==> src/rtl/xillybus_mem_responder.sv <==
// ---------------------------------------------------------------------------
// xillybus_mem_responder
//
// User-side responder for a seekable Xillybus mem_8 stream pair. It holds a
// 2^ADDR_W x DATA_W register array and one shared address pointer.
// - Writes land at the pointer.
// - Reads are served from a one-word prefetch register, which allows
//   back-to-back reads at one word per cycle.
// - Every accepted write or read advances the pointer.
// - The core's addr_update strobe reloads the pointer.
//
// Optional feature (macro XILLY_MEM_RESPONDER_EOF_EN):
//   Incrementing past the last entry raises eof and blocks both streams,
//   instead of wrapping the pointer. Without the macro, eof is tied to 0
//   and the pointer wraps modulo 2^ADDR_W.
//
// Ports:
//   bus_clk, trn_reset_n     clock (rising edge) and async active-low reset
//   user_w_mem_8_*           write stream: wren/data in, full out, open in
//   user_r_mem_8_*           read stream: rden/open in, data/empty/eof out
//   user_mem_8_addr[_update] seek address and load strobe
//   proto_err                sticky protocol-violation flag
//
// All outputs come straight from flops.
// ---------------------------------------------------------------------------
module xillybus_mem_responder #(
    parameter int ADDR_W = 5,
    parameter int DATA_W = 32
) (
    input  logic              bus_clk,
    input  logic              trn_reset_n,
    input  logic              user_w_mem_8_wren,
    input  logic [DATA_W-1:0] user_w_mem_8_data,
    output logic              user_w_mem_8_full,
    input  logic              user_w_mem_8_open,
    input  logic              user_r_mem_8_rden,
    output logic [DATA_W-1:0] user_r_mem_8_data,
    output logic              user_r_mem_8_empty,
    output logic              user_r_mem_8_eof,
    input  logic              user_r_mem_8_open,
    input  logic [ADDR_W-1:0] user_mem_8_addr,
    input  logic              user_mem_8_addr_update,
    output logic              proto_err
);
    localparam int DEPTH = 1 << ADDR_W;
    localparam logic [ADDR_W-1:0] PTR_MAX = '1;

    typedef enum logic {PF_INVALID, PF_VALID} pf_state_t;

    logic [DEPTH-1:0][DATA_W-1:0] mem;
    logic [ADDR_W-1:0]            ptr, ptr_next, ptr_inc;
    pf_state_t                    state, state_next;
    logic [DATA_W-1:0]            rd_data, data_next;
    logic                         full_q, perr_q, at_end, at_end_next;
    logic                         seek, wr_acc, rd_acc, viol, step, hit_end;
    logic                         invalidate;

    // Write-stream open is informational only; it does not gate anything.
    logic unused_w_open;
    assign unused_w_open = user_w_mem_8_open;

    // Transaction qualification. A seek wins over everything in its cycle.
    always_comb begin
        seek    = user_mem_8_addr_update;
        wr_acc  = user_w_mem_8_wren & ~full_q & ~seek;
        rd_acc  = user_r_mem_8_rden & (state == PF_VALID) & ~seek;
        viol    = (seek & (user_w_mem_8_wren | user_r_mem_8_rden))
                | (user_w_mem_8_wren & full_q)
                | (user_r_mem_8_rden & (state != PF_VALID));
        // A simultaneous write and read still advance the pointer once.
        step    = wr_acc | rd_acc;
        ptr_inc = ptr + ADDR_W'(1);
`ifdef XILLY_MEM_RESPONDER_EOF_EN
        hit_end = step & (ptr == PTR_MAX);
`else
        hit_end = 1'b0;
`endif
    end

    // Pointer and end-of-array tracking. At the end, the pointer parks on
    // the last entry, and at_end keeps both streams blocked until a seek.
    always_comb begin
        ptr_next    = ptr;
        at_end_next = at_end;
        if (seek) begin
            ptr_next    = user_mem_8_addr;
            at_end_next = 1'b0;
        end else if (step) begin
            if (hit_end) at_end_next = 1'b1;
            else         ptr_next    = ptr_inc;
        end
    end

    // Prefetch FSM. The VALID state always holds mem[ptr]. Any event that
    // would make that stale (seek, write, reader closed, end reached) drops
    // it to INVALID. INVALID refills on the next quiet cycle.
    always_comb begin
        state_next = state;
        data_next  = rd_data;
        invalidate = seek | wr_acc | ~user_r_mem_8_open | at_end_next;
        case (state)
            PF_INVALID: begin
                if (!invalidate) begin
                    state_next = PF_VALID;
                    data_next  = mem[ptr];
                end
            end
            PF_VALID: begin
                if (invalidate) begin
                    state_next = PF_INVALID;
                end else if (rd_acc) begin
                    data_next  = mem[ptr_inc];
                end
            end
            default: state_next = PF_INVALID;
        endcase
    end

    always_ff @(posedge bus_clk or negedge trn_reset_n) begin
        if (!trn_reset_n) begin
            state   <= PF_INVALID;
            rd_data <= '0;
        end else begin
            state   <= state_next;
            rd_data <= data_next;
        end
    end

    always_ff @(posedge bus_clk or negedge trn_reset_n) begin
        if (!trn_reset_n) begin
            mem    <= '0;
            ptr    <= '0;
            at_end <= 1'b0;
            full_q <= 1'b1;
            perr_q <= 1'b0;
        end else begin
            if (wr_acc) mem[ptr] <= user_w_mem_8_data;
            ptr    <= ptr_next;
            at_end <= at_end_next;
            // One settle cycle after a seek, and blocked while at the end.
            full_q <= seek | at_end_next;
            perr_q <= perr_q | viol;
        end
    end

    assign user_w_mem_8_full  = full_q;
    assign user_r_mem_8_data  = rd_data;
    assign user_r_mem_8_empty = (state != PF_VALID);
    assign user_r_mem_8_eof   = at_end;
    assign proto_err          = perr_q;

endmodule

==> config.mk <==
export PLATFORM = sky130hd
export DESIGN_NAME = xillybus_mem_responder
export DESIGN_NICKNAME = d
export VERILOG_FILES = /design/src/rtl/xillybus_mem_responder.sv
export SDC_FILE = /design/constraint.sdc
export NUM_CORES = 2
export LEC_CHECK = 0
export CAP_MARGIN = 30
export CORE_ASPECT_RATIO = 0.9
export CORE_MARGIN = 1.5
export CORE_UTILIZATION = 53
export DETAILED_ROUTE_END_ITERATION = 7
export GPL_ROUTABILITY_DRIVEN = 0
export PLACE_DENSITY = 0.7
export SETUP_SLACK_MARGIN = 0.5
export SLEW_MARGIN = 10
export SYNTH_ARGS = -nofsm -noshare
export SYNTH_HDL_FRONTEND = slang
export SYNTH_SLANG_ARGS = --single-unit
==> constraint.sdc <==
create_clock -name bus_clk -period 4.24 [get_ports bus_clk]
set_input_delay 0.848 -clock bus_clk [delete_from_list [all_inputs] [get_ports bus_clk]]
set_output_delay 0.848 -clock bus_clk [all_outputs]
set_load 0.01 [all_outputs]
==> results.md <==
* Run status: complete, no violations
* Layout net count at 3721
* Synthesis Warnings at 0
* Initial antenna violation count at 4
* H-tree Lvls at 3
* Setup TNS at 0 ns
* Met3 usage at 7.26%
* Area of the multi-input gates at 27500 µm²
* Tcrit/Tclk final at 77.7%
* Critical path class: register to register
* Fin crit period at 3.29 ns
* Flop2flop setup slack at 0.95 ns
* GR Overflow Total at 0
* Leading area contributor after synthesis: dfrtp_1
* Yosys top cell area share at 47.9%
* Syn Std Cell Area at 55600 µm²
* Pwr Density at 470 nW/µm²
* Postcts setup bufs at 0
* Slew @ Worst Pin at 0.983 ns
* Largest net degree at the start of global routing at 136
* Yosys cell types at 42
* Die area at 107000 µm²
* Post-cts resize count at 0
* 1st-iter DRT viols at 3393
* Later-pin clock latency in the skew report at 0.72 ns
* Dpl hpwl at 91900 µm
* Filler cell count in the final layout at 7753
* Utilization after layout at 60.5%
* Crit path DAT at 3.87 ns
* Fin. Hold Viols at 0
* Unrepaired setup endpoints after global routing: false
* CTS Buffer Depth at 3
* CTS clk-pin slew, worst paths at 0.06 ns
* Mapped Nets at 3760
* CTS Hold Bufs at 0
* GRT Overall Usage at 31.0%
* Met1 usage at 45.5%
* Starting Density at 53.6%
* Fraction of registers with async set/reset at 100%
* CTS root buf: clkbuf_16
* Max transition margin at 34.5%
* Area growth syn-to-layout at 13.0%
* Most frequent cells in the layout: 1062 x dfrtp_1, 982 x mux2_2, 512 x mux4_2, 163 x nor2_1, 160 x a22oi_1
* Core Region at 104000 µm²
* Post-route DRC at 0
* Sequential fraction of the synthesis area at 47.9%
* Endpoint type of the worst setup path: register
* Most used routing layer: met2
* Setup Viol. Count Final at 0
* Post-route ant nets at 0
* Max VDD drop at 354 µV
* Worst reg2reg startpoint: ptr[0]$_DFFE_PN0P_
* Startpoint types: register
* Inserted Clock Buffers at 113
* Most common cell after layout, fill and taps aside: dfrtp_1
* Max Freq at 0.304 GHz
* First-pass GRT wire length at 243000 µm
* Number of clock sinks at 1065
* I/O Pins at 80
* FF-to-FF path depth at 7
* Mapped Cells at 3712
* FP Rows at 112
* Avg Cell Area, Syn at 15.0 µm²
* Drt total wl at 162000 µm
* Static Leak at 28.7 nW
* Flops & latches, synth at 1065
* Max-Cap Viols at 0
* Routed WL per cell at 31.6 µm
* Data required, critical path at 4.81 ns
* Vias in the first global route at 35870
* EDFF count, synth at 0
* Fraction of layout cells with a size suffix above 1 at 50.6%
* Seq. cell area at 26700 µm²
* R2R Path End: user_r_mem_8_data[28]$_DFFE_PN0P_
* Die Y at 310 µm
* Tightest Hold Check Type: primary input to asynchronous set/reset pin
* Port-buffer cells at 78
* Top_reg_cell synth: dfrtp_1
* Vias per inst at 6.92
* Routing usage on met2 at 46.7%
* Critical path fanouts, max at 80
* Slew Viols, Final at 0
* Die X-Extent at 344 µm
* Detailed Routing Iterations Pass 1 at 5
* Total vias in the final route at 35529
* CTS tree: built
* Synth top area cells: dfrtp_1 48%, mux4_2 21%, mux2_2 20%
* Final Skew at 0.0262 ns
[layout make-up]
cell class	instances	area share [%]
diodes	1	0.00398
clock buffers	167	5.40
clock inverters	43	0.888
inverters	5	0.0299
multi-input cells	2243	43.8
flip-flops and latches	1065	42.4
well taps	1368	2.72
repair buffers	245	4.76
[critical path: stages, from the launching register on]
cell and delay (ns):
dfrtp_4 0.75, buf_12 0.49, buf_4 0.46, mux4_2 0.56, a22oi_1 0.36, nand4_1 0.13
a22oi_1 0.17, o31ai_1 0.10
[metal layers]
metal	up-vias	share of wire [%]
met5	-	0.0068
met4	2	3.0
met3	338	9.7
met2	1668	45
met1	19240	42
li1	14281	-
[metrics by stage]
step	worst slack, ns	total power, mW	std cells	area [µm²]	hold WS, ns
after floorplan	1.05	17.1	3712	55600	0.476
after global placement	0.537	19.0	4893	58300	0.483
after detailed placement	0.517	19.2	4920	58800	0.472
after CTS	0.949	29.7	5130	62800	0.0595
after global routing	0.729	30.7	5137	62900	0.0832
final	0.947	29.6	5137	62900	0.0921
[synthesized netlist by cell type, drive strengths merged (2+ instances only)]
cell	count
nor3b	3
nand4	33
o22ai	32
o31ai	32
nand2	108
and2	37
o21ai	6
clkbuf	200
a22oi	160
xnor2	4
and3b	4
a31o	3
ha	4
nor3	2
and3	3
a32oi	2
nand3	33
inv	5
mux2	1024
o211ai	32
dfrtp	1064
buf	199
xor2	3
mux4	512
nor2	164
a211oi	32
nor2b	2
[flip-flops by register name, indices dropped and copies added (netlist names)]
| signal | flops |
|---|---|
| proto_err | 1 |
| user_r_mem_8_data | 32 |
| user_w_mem_8_full | 1 |
| ptr | 5 |
| user_r_mem_8_eof | 1 |
| mem | 1024 |
| state | 1 |
[logic make-up (layout without fill, tap and decap cells)]
group / Yosys count / after routing / synth area share [%]
other cells: 0 / 1 / 0
mux: 1536 / 1536 / 41.5
fa+ha+maj: 4 / 4 / 0.0900
buf+inv: 404 / 460 / 3.18
simple gates: 392 / 392 / 3.20
compound gates: 304 / 304 / 4.03
flops: 1065 / 1065 / 47.9
xor+xnor: 7 / 7 / 0.110
[where the power goes]
| part | internal (mW) | switching [mW] | total [mW] |
|---|---|---|---|
| registers | 11.5 | 1.05 | 12.6 |
| logic | 3.54 | 2.96 | 6.50 |
| clock network | 6.20 | 4.27 | 10.5 |
| total | 21.3 | 8.28 | 29.6 |
[how the worst max path moves through the flow]
stage                                   from                                 to  slack [ns]  depth (start not counted)
final                     ptr[0]$_DFFE_PN0P_  user_r_mem_8_data[28]$_DFFE_PN0P_        0.95                          7
after global routing      ptr[0]$_DFFE_PN0P_  user_r_mem_8_data[28]$_DFFE_PN0P_        0.73                          7
after CTS                 ptr[0]$_DFFE_PN0P_  user_r_mem_8_data[14]$_DFFE_PN0P_        0.95                          7
after detailed placement   user_w_mem_8_wren               mem[688]$_DFFE_PN0P_        0.52                          7
after global placement     user_w_mem_8_wren               mem[700]$_DFFE_PN0P_        0.54                          7
after floorplan           ptr[0]$_DFFE_PN0P_   user_r_mem_8_data[0]$_DFFE_PN0P_        1.05                         12
(Power assumes the default switching activity.)
